==> src/rtl/contact_detector.sv <==
// Purpose: ball/blob circle overlap and floor contact detector feeding the point judge.
// Latency: 3 clk edges from input capture to every output, all outputs mutually aligned.
// Backpressure: none; free-running pipeline that accepts new positions every cycle.
module contact_detector #(
  parameter int BALL_R   = 20,
  parameter int PLAYER_R = 40,
  parameter int GROUND_Y = 750,
  parameter int HOLDOFF  = 650_000
) (
  input  logic        clk,
  input  logic        rst,
  input  logic [11:0] xposball,
  input  logic [11:0] yposball,
  input  logic [11:0] xpos_p1,
  input  logic [11:0] ypos_p1,
  input  logic [11:0] xpos_p2,
  input  logic [11:0] ypos_p2,
  output logic        gnd_col,
  output logic        collisionsplayer1,
  output logic        collisionsplayer2,
  output logic        overlap_p1,
  output logic        overlap_p2
);

  // Hold-off counter width; a zero hold-off still needs a 1-bit counter.
  localparam int CW = (HOLDOFF > 0) ? $clog2(HOLDOFF + 1) : 1;

  // Squared sum of radii: touching circles (equality) count as overlap.
  localparam logic [26:0]   R2_LIM = 27'((BALL_R + PLAYER_R) * (BALL_R + PLAYER_R));
  localparam logic [12:0]   GND_LIM = 13'(GROUND_Y);
  localparam logic [12:0]   BALL_R_W = 13'(BALL_R);
  localparam logic [CW-1:0] HOLD_LD = CW'(HOLDOFF);

  // Per-player position buses so both players share one generate body (index 0 = p1).
  logic [1:0][11:0] xp;
  logic [1:0][11:0] yp;
  assign xp = {xpos_p2, xpos_p1};
  assign yp = {ypos_p2, ypos_p1};

  // Pipeline occupancy: stages are only trusted once real inputs have reached them,
  // so reset-cleared registers (which look like zero distance) never raise overlap
  // and never re-arm the pulse logic.
  logic v1;
  logic v2;
  logic v3;

  // Valid chain that fills after reset release and empties on reset.
  always_ff @(posedge clk or negedge rst) begin
    if (!rst) begin
      v1 <= 1'b0;
      v2 <= 1'b0;
      v3 <= 1'b0;
    end else begin
      v1 <= 1'b1;
      v2 <= v1;
      v3 <= v2;
    end
  end

  // Floor path, delay-matched to the distance pipeline.
  logic [12:0] s1_gsum;
  logic [12:0] s2_gsum;
  logic        s3_gnd;

  // Ball bottom edge, carried through two stages, compared, then registered out.
  always_ff @(posedge clk or negedge rst) begin
    if (!rst) begin
      s1_gsum <= '0;
      s2_gsum <= '0;
      s3_gnd  <= 1'b0;
      gnd_col <= 1'b0;
    end else begin
      s1_gsum <= {1'b0, yposball} + BALL_R_W;
      s2_gsum <= s1_gsum;
      s3_gnd  <= v2 && (s2_gsum >= GND_LIM);
      gnd_col <= s3_gnd;
    end
  end

  genvar p;
  generate
    for (p = 0; p < 2; p++) begin : g_pl
      logic signed [12:0] s1_dx;
      logic signed [12:0] s1_dy;
      logic        [12:0] abs_dx;
      logic        [12:0] abs_dy;
      logic        [25:0] s2_dx2;
      logic        [25:0] s2_dy2;
      logic        [26:0] dist2;
      logic               s3_ovl;
      logic               ovl_q;
      logic               pulse_q;
      logic               armed;
      logic        [CW-1:0] cnt;
      logic               fire;

      // Magnitudes of the signed deltas; |delta| never exceeds 4095 so 13 bits hold it.
      always_comb begin
        abs_dx = s1_dx[12] ? (~$unsigned(s1_dx) + 13'd1) : $unsigned(s1_dx);
        abs_dy = s1_dy[12] ? (~$unsigned(s1_dy) + 13'd1) : $unsigned(s1_dy);
        dist2  = 27'(s2_dx2) + 27'(s2_dy2);
        fire   = s3_ovl && armed && (cnt == '0);
      end

      // Distance pipeline: deltas, squares, threshold compare.
      always_ff @(posedge clk or negedge rst) begin
        if (!rst) begin
          s1_dx  <= '0;
          s1_dy  <= '0;
          s2_dx2 <= '0;
          s2_dy2 <= '0;
          s3_ovl <= 1'b0;
        end else begin
          s1_dx  <= $signed({1'b0, xposball}) - $signed({1'b0, xp[p]});
          s1_dy  <= $signed({1'b0, yposball}) - $signed({1'b0, yp[p]});
          s2_dx2 <= 26'(abs_dx) * 26'(abs_dx);
          s2_dy2 <= 26'(abs_dy) * 26'(abs_dy);
          s3_ovl <= v2 && (dist2 <= R2_LIM);
        end
      end

      // Output stage: overlap level, one-shot touch pulse, re-arm and hold-off.
      always_ff @(posedge clk or negedge rst) begin
        if (!rst) begin
          ovl_q   <= 1'b0;
          pulse_q <= 1'b0;
          armed   <= 1'b0;
          cnt     <= '0;
        end else begin
          ovl_q   <= s3_ovl;
          pulse_q <= fire;
          if (fire) begin
            armed <= 1'b0;
            cnt   <= HOLD_LD;
          end else begin
            if (cnt != '0) begin
              cnt <= cnt - CW'(1);
            end
            // Arming needs a genuine no-overlap sample, not an empty pipeline.
            if (v3 && !s3_ovl) begin
              armed <= 1'b1;
            end
          end
        end
      end
    end
  endgenerate

  assign overlap_p1        = g_pl[0].ovl_q;
  assign overlap_p2        = g_pl[1].ovl_q;
  assign collisionsplayer1 = g_pl[0].pulse_q;
  assign collisionsplayer2 = g_pl[1].pulse_q;

endmodule

==> config.mk <==
export PLATFORM = sky130hd
export DESIGN_NAME = contact_detector
export DESIGN_NICKNAME = d
export VERILOG_FILES = /design/src/rtl/contact_detector.sv
export SDC_FILE = /design/constraint.sdc
export NUM_CORES = 1
export LEC_CHECK = 0
export BUFFER_PORTS_ARGS = -buffer_cell sky130_fd_sc_hd__buf_2
export CAP_MARGIN = 10
export CORE_MARGIN = 3
export CORE_UTILIZATION = 55
export DETAILED_ROUTE_END_ITERATION = 7
export PLACE_DENSITY_LB_ADDON = 0.05
export SLEW_MARGIN = 20
export SYNTH_ARGS = -nofsm -noshare
export SYNTH_HDL_FRONTEND = slang
export SYNTH_SLANG_ARGS = --single-unit
==> constraint.sdc <==
create_clock -name clk -period 9.5 [get_ports clk]
set_input_delay 1.425 -clock clk [delete_from_list [all_inputs] [get_ports clk]]
set_output_delay 1.425 -clock clk [all_outputs]
set_load 0.01 [all_outputs]
==> run metrics, run 1 <==
Slew HR=between 30% and 40%; CP startpoint kind=flop; endpoints failing setup=0; Die Ht=about 240 um; layout cells sized above 1=around 5.2%; DRC violations left=0; synthesized area=30400 um^2; Setup TNS=0 ps; clock buffer depth=3; H-tree levels=1; Top Family by Delay on Critical Path=adder cells; final hold viol count=0; dpl cells=between 4000 and 5000; MaxCap Viol Count=0; clock-pin transition on the worst setup and hold timing paths=roughly 60 ps; Synth area leaders=fa_1 (26%), dfrtp_1 (19%), ha_1 (15%); number of DRC markers in iteration 0=about 1300; slowest stage delay, CP=approximately 570 ps; PostCTS Resize Cnt=0; GRT Residual Overflow=0; pin count of the biggest net entering global routing=~100; TritonCTS clock tree=done; Synth Warn #=0; Final Max Slew Viols=0; Main synth FF type=dfrtp_1; hpwl dp=~53000 um; WP buf/inv=5; most common cell after layout, fill and taps aside=inv_1; DRT antenna net count=0; postcts setup bufs=0; Yosys reg bits=229; vias in the first global route=roughly 24000; core area=around 54000 um^2; DIE AREA=between 50000 and 60000 um^2; std cell rows=85; Multi-input gate area=~22000 um^2; Synth area leader=fa_1; Port Buffers=78; FMAX=between 0.1 and 0.15 GHz; slowest cell on the critical path=xor2_1; EDFF count, synth=0; clk sink count=229; critical path class=reg -> reg; Hold Buf Count CTS=0; Mapped Cells=3376; Reg2Reg Setup Slack=around 1700 ps; Seq/Total Area, Yosys=roughly a fifth; clock skew=~21 ps; Mapped Avg Cell Area=~9.0 um^2; worst skew pair latency=approximately 560 ps; CTS Buf Count=27; first-pass GRT wire length=roughly 110000 um; RSZ-0062 raised after global routing=no; fin util=between 60% and 70%; Initial Util=between 50 and 60%; crit end category=flop; Die X=~240 um; post-synth cell types=83; minimum clock period=~7800 ps; Ports=slightly below 80; Pre-Repair DR Iteration Count=6; Worst-Margin Slew=~1000 ps; Crit path required time=9970 ps; WP data arrival=around 8000 ps; status=finished, final reports clean; antenna fix cells=0; most frequent cells in the layout=inv_1 (781), fa_1 (388), ha_1 (375); Via Count=about 22000; GPL Wtd Cong=~0.91; P&R area growth vs syn=7.73%; CP max FO=9; post-route cell area=~33000 um^2; Layout Cells excl Fill=4209; WL final=about 63000 um; nets=between 4000 and 5000; type of the worst min-delay path=reg -> reg; Post-synth ARST share=100%; top cell type's share of synthesized area=25.6%; fill count=~4800; initial antenna violation count=1; CTS Root Cell=clkbuf_16; Vias/cell=roughly 5.3; Placement Cell Area=between 30000 and 40000 um^2; storage element area=5730 um^2; WL per Instance=~15 um; final period utilization=about 80%; GRT Resource Usage Total=a little under a quarter
==> cell usage after synthesis (all sizes together), types with 15 or more instances <==
| cell type | count |
|---|---|
| xor2 | 89 |
| fa | 388 |
| clkbuf | 31 |
| nand2 | 270 |
| a21o | 56 |
| o21ai | 126 |
| dfrtp | 229 |
| inv | 783 |
| and2 | 22 |
| or3 | 25 |
| ha | 375 |
| a31oi | 15 |
| xnor2 | 123 |
| a211oi | 17 |
| a21boi | 28 |
| nor2 | 288 |
| nand2b | 30 |
| a21oi | 126 |
| nor3 | 69 |
| nand3 | 38 |
| nor2b | 33 |
| nor4 | 16 |
==> per-stage QoR <==
stage / setup slack [ps] / hold slack (ps)
after floorplan: 2600 / 331
after CTS: 1780 / 342
final: 1730 / 336
after global placement: 2030 / 333
after detailed placement: 1800 / 335
after global routing: 1150 / 352
==> state kept, by name, indices dropped and copies added, names as in the netlist <==
signal / count
s1_gsum: 12
g_pl.s1_dy: 26
g_pl.s2_dy2: 50
collisionsplayer1: 1
g_pl.s3_ovl: 2
g_pl.cnt: 40
v3: 1
g_pl.s1_dx: 26
overlap_p1: 1
overlap_p2: 1
gnd_col: 1
v1: 1
collisionsplayer2: 1
g_pl.armed: 2
s2_gsum: 12
s3_gnd: 1
g_pl.s2_dx2: 50
v2: 1
==> metal layers <==
| layer | up-vias | wire length, um | share of wire [%] | track usage, % |
|---|---|---|---|---|
| li1 | 10900 | - | - | - |
| met1 | 11000 | 26700 | 43 | 29.4 |
| met2 | 452 | 31800 | 51 | 39.8 |
| met3 | 91 | 2730 | 4.3 | 2.95 |
| met4 | 0 | 1500 | 2.4 | 5.70 |
| met5 | - | 0 | 0 | 0 |
==> layout make-up <==
type	instances	share of cell area [%]
multi-input combinational	2354	66.3
sequential	229	17.5
inverter	794	9.11
tap	696	2.66
clock buffer	40	2.55
timing repair buffer	87	1.43
clock inverter	9	0.459
==> cells by family after synthesis <==
family          after synthesis  share of synthesized area, %
flops                       229                          18.9
compound gates              481                          10.4
xor+xnor                    212                          6.17
buf+inv                     825                          10.2
mux                          14                         0.495
other cells                   2                        0.0247
fa+ha+maj                   763                          41.0
simple gates                850                          12.7
==> worst paths after layout <==
| kind | from | endpoint | depth (start not counted) |
|---|---|---|---|
| max reg2reg | g_pl[1].s1_dx[3]$_DFF_PN0_ | g_pl[1].s2_dx2[25]$_DFF_PN0_ | 27 |
| min | s1_gsum[1]$_DFF_PN0_ | s2_gsum[1]$_DFF_PN0_ | 0 |
| min reg2reg | s1_gsum[1]$_DFF_PN0_ | s2_gsum[1]$_DFF_PN0_ | 0 |
| max in group asynchronous | rst | g_pl[1].s1_dy[11]$_DFF_PN0_ | 3 |
| min in group asynchronous | rst | g_pl[1].cnt[14]$_DFFE_PN0P_ | 1 |
| max | g_pl[1].s1_dx[3]$_DFF_PN0_ | g_pl[1].s2_dx2[25]$_DFF_PN0_ | 27 |
Power of run 1 is left out: the tool's default activity adds up to more than one toggle a clock period on the data nets, which glitch-free logic cannot reach.
==> run 2: changes to the inputs <==
clock period = 7.06 ns   (was 9.5 ns; I/O delays follow)
==> run metrics, run 2 (same netlist as run 1, synthesis figures left out) <==
antenna fix cells=0; Hold Buf Count CTS=0; clock-pin transition on the worst setup and hold timing paths=approximately 60 ps; hpwl dp=approximately 53000 um; Worst-Margin Slew=roughly 840 ps; status=finished, final reports clean; crit end category=flop; vias in the first global route=about 24000; critical path class=reg -> reg; worst skew pair latency=between 500 and 600 ps; pin count of the biggest net entering global routing=between 100 and 150; Die X=approximately 240 um; GPL Wtd Cong=0.893; Ports=between 70 and 80; Final Max Slew Viols=0; Worst Hold Launch=s1_gsum[8]$_DFF_PN0_; first-pass GRT wire length=roughly 110000 um; final hold viol count=0; H-tree levels=1; clk sink count=roughly 230; GRT Resource Usage Total=between 20% and 30%; Vias/cell=approximately 5.3; number of DRC markers in iteration 0=about 1000; most common cell after layout, fill and taps aside=inv_1; Crit path required time=roughly 7500 ps; WP data arrival=7310 ps; fill count=about 4700; FMAX=~0.15 GHz; final period utilization=96.6%; RSZ-0062 raised after global routing=yes; RR Startpoint=g_pl[1].s1_dx[3]$_DFF_PN0_; P&R area growth vs syn=11.2%; Via Count=~23000; fin util=between 60 and 70%; slowest stage delay, CP=around 540 ps; DRC violations left=0; endpoints failing setup=0; Initial Util=56.0%; DIE AREA=~58000 um^2; CTS Buf Count=28; most frequent cells in the layout=inv_1 (778), fa_1 (387), ha_1 (367); layout cells sized above 1=a little under a tenth; CP startpoint kind=flop; minimum clock period=just under 7000 ps; clock buffer depth=3; GRT Residual Overflow=0; Setup TNS=0 ps; type of the worst min-delay path=reg -> reg; CTS Root Cell=clkbuf_16; CP max FO=6; Die Ht=roughly 240 um; MaxCap Viol Count=0; std cell rows=85; slowest cell on the critical path=fa_1; TritonCTS clock tree=done; initial antenna violation count=0; dpl cells=4233; Top Family by Delay on Critical Path=adder cells; Slew HR=a little over two fifths; Pre-Repair DR Iteration Count=5; most frequent CP cell=fa_1; WL per Instance=14.7 um; DRT antenna net count=0; CP Launch Point=g_pl[1].s1_dx[3]$_DFF_PN0_; WL final=63400 um; nets=4416; clock skew=around 24 ps; WP buf/inv=5; Port Buffers=~80; Layout Cells excl Fill=approximately 4300; core area=between 50000 and 60000 um^2; top flop regs=g_pl.s2_dx2 (50), g_pl.s2_dy2 (50), g_pl.cnt (40)
## run 2: area by class of cell
type / count / area, um^2 / share of cell area [%]
clock inverters: 16 / 228 / 0.675
multi-input cells: 2354 / 22000 / 65.3
repair buffers: 172 / 1130 / 3.34
clock buffers: 35 / 778 / 2.31
flip-flops and latches: 229 / 5730 / 17.0
well taps: 696 / 871 / 2.58
inverters: 794 / 2980 / 8.84
## run 2: path summary, 6_finish.rpt
check	endpoint	slack (ps)	cells past startpoint
hold reg to reg	s2_gsum[8]$_DFF_PN0_	330	0
hold / removal	s2_gsum[8]$_DFF_PN0_	330	0
min in group asynchronous	g_pl[1].cnt[9]$_DFFE_PN0P_	360	1
setup reg to reg	g_pl[1].s2_dx2[25]$_DFF_PN0_	240	25
setup / recovery	g_pl[1].s2_dx2[25]$_DFF_PN0_	240	25
max in group asynchronous	g_pl[0].s1_dy[2]$_DFF_PN0_	5190	3
## run 2: worst reg2reg max path: cells and delay by family (launching register included)
family          cells  cell delay, ps
compound gates      6            1140
xor+xnor            2             340
fa+ha+maj           6            2790
buf+inv             5             510
flops               1             410
simple gates        6            1540
## run 2: metal layers
layer	wire length [um]	share of wire, %	GRT usage, %
met1	27400	43	29.7
met2	32300	51	41.0
met3	2100	3.3	2.24
met4	1570	2.5	5.23
met5	0	0	0
## run 2: what timing repair did
item	in CTS	in global routing
pin swaps	1	35
resized for setup	3	81
setup endpoints to repair	3	14
setup buffers	2	9
## run 2: metrics by stage
stage                     area, um^2  hold slack [ps]  setup WS, ps
after CTS                      33300              323          33.4
after global placement         32200              331           141
after floorplan                30500              331           158
final                          33800              325           237
after global routing           33800              324         -77.8
after detailed placement       32200              336         -14.8
Power of run 2 is left out for the same reason.
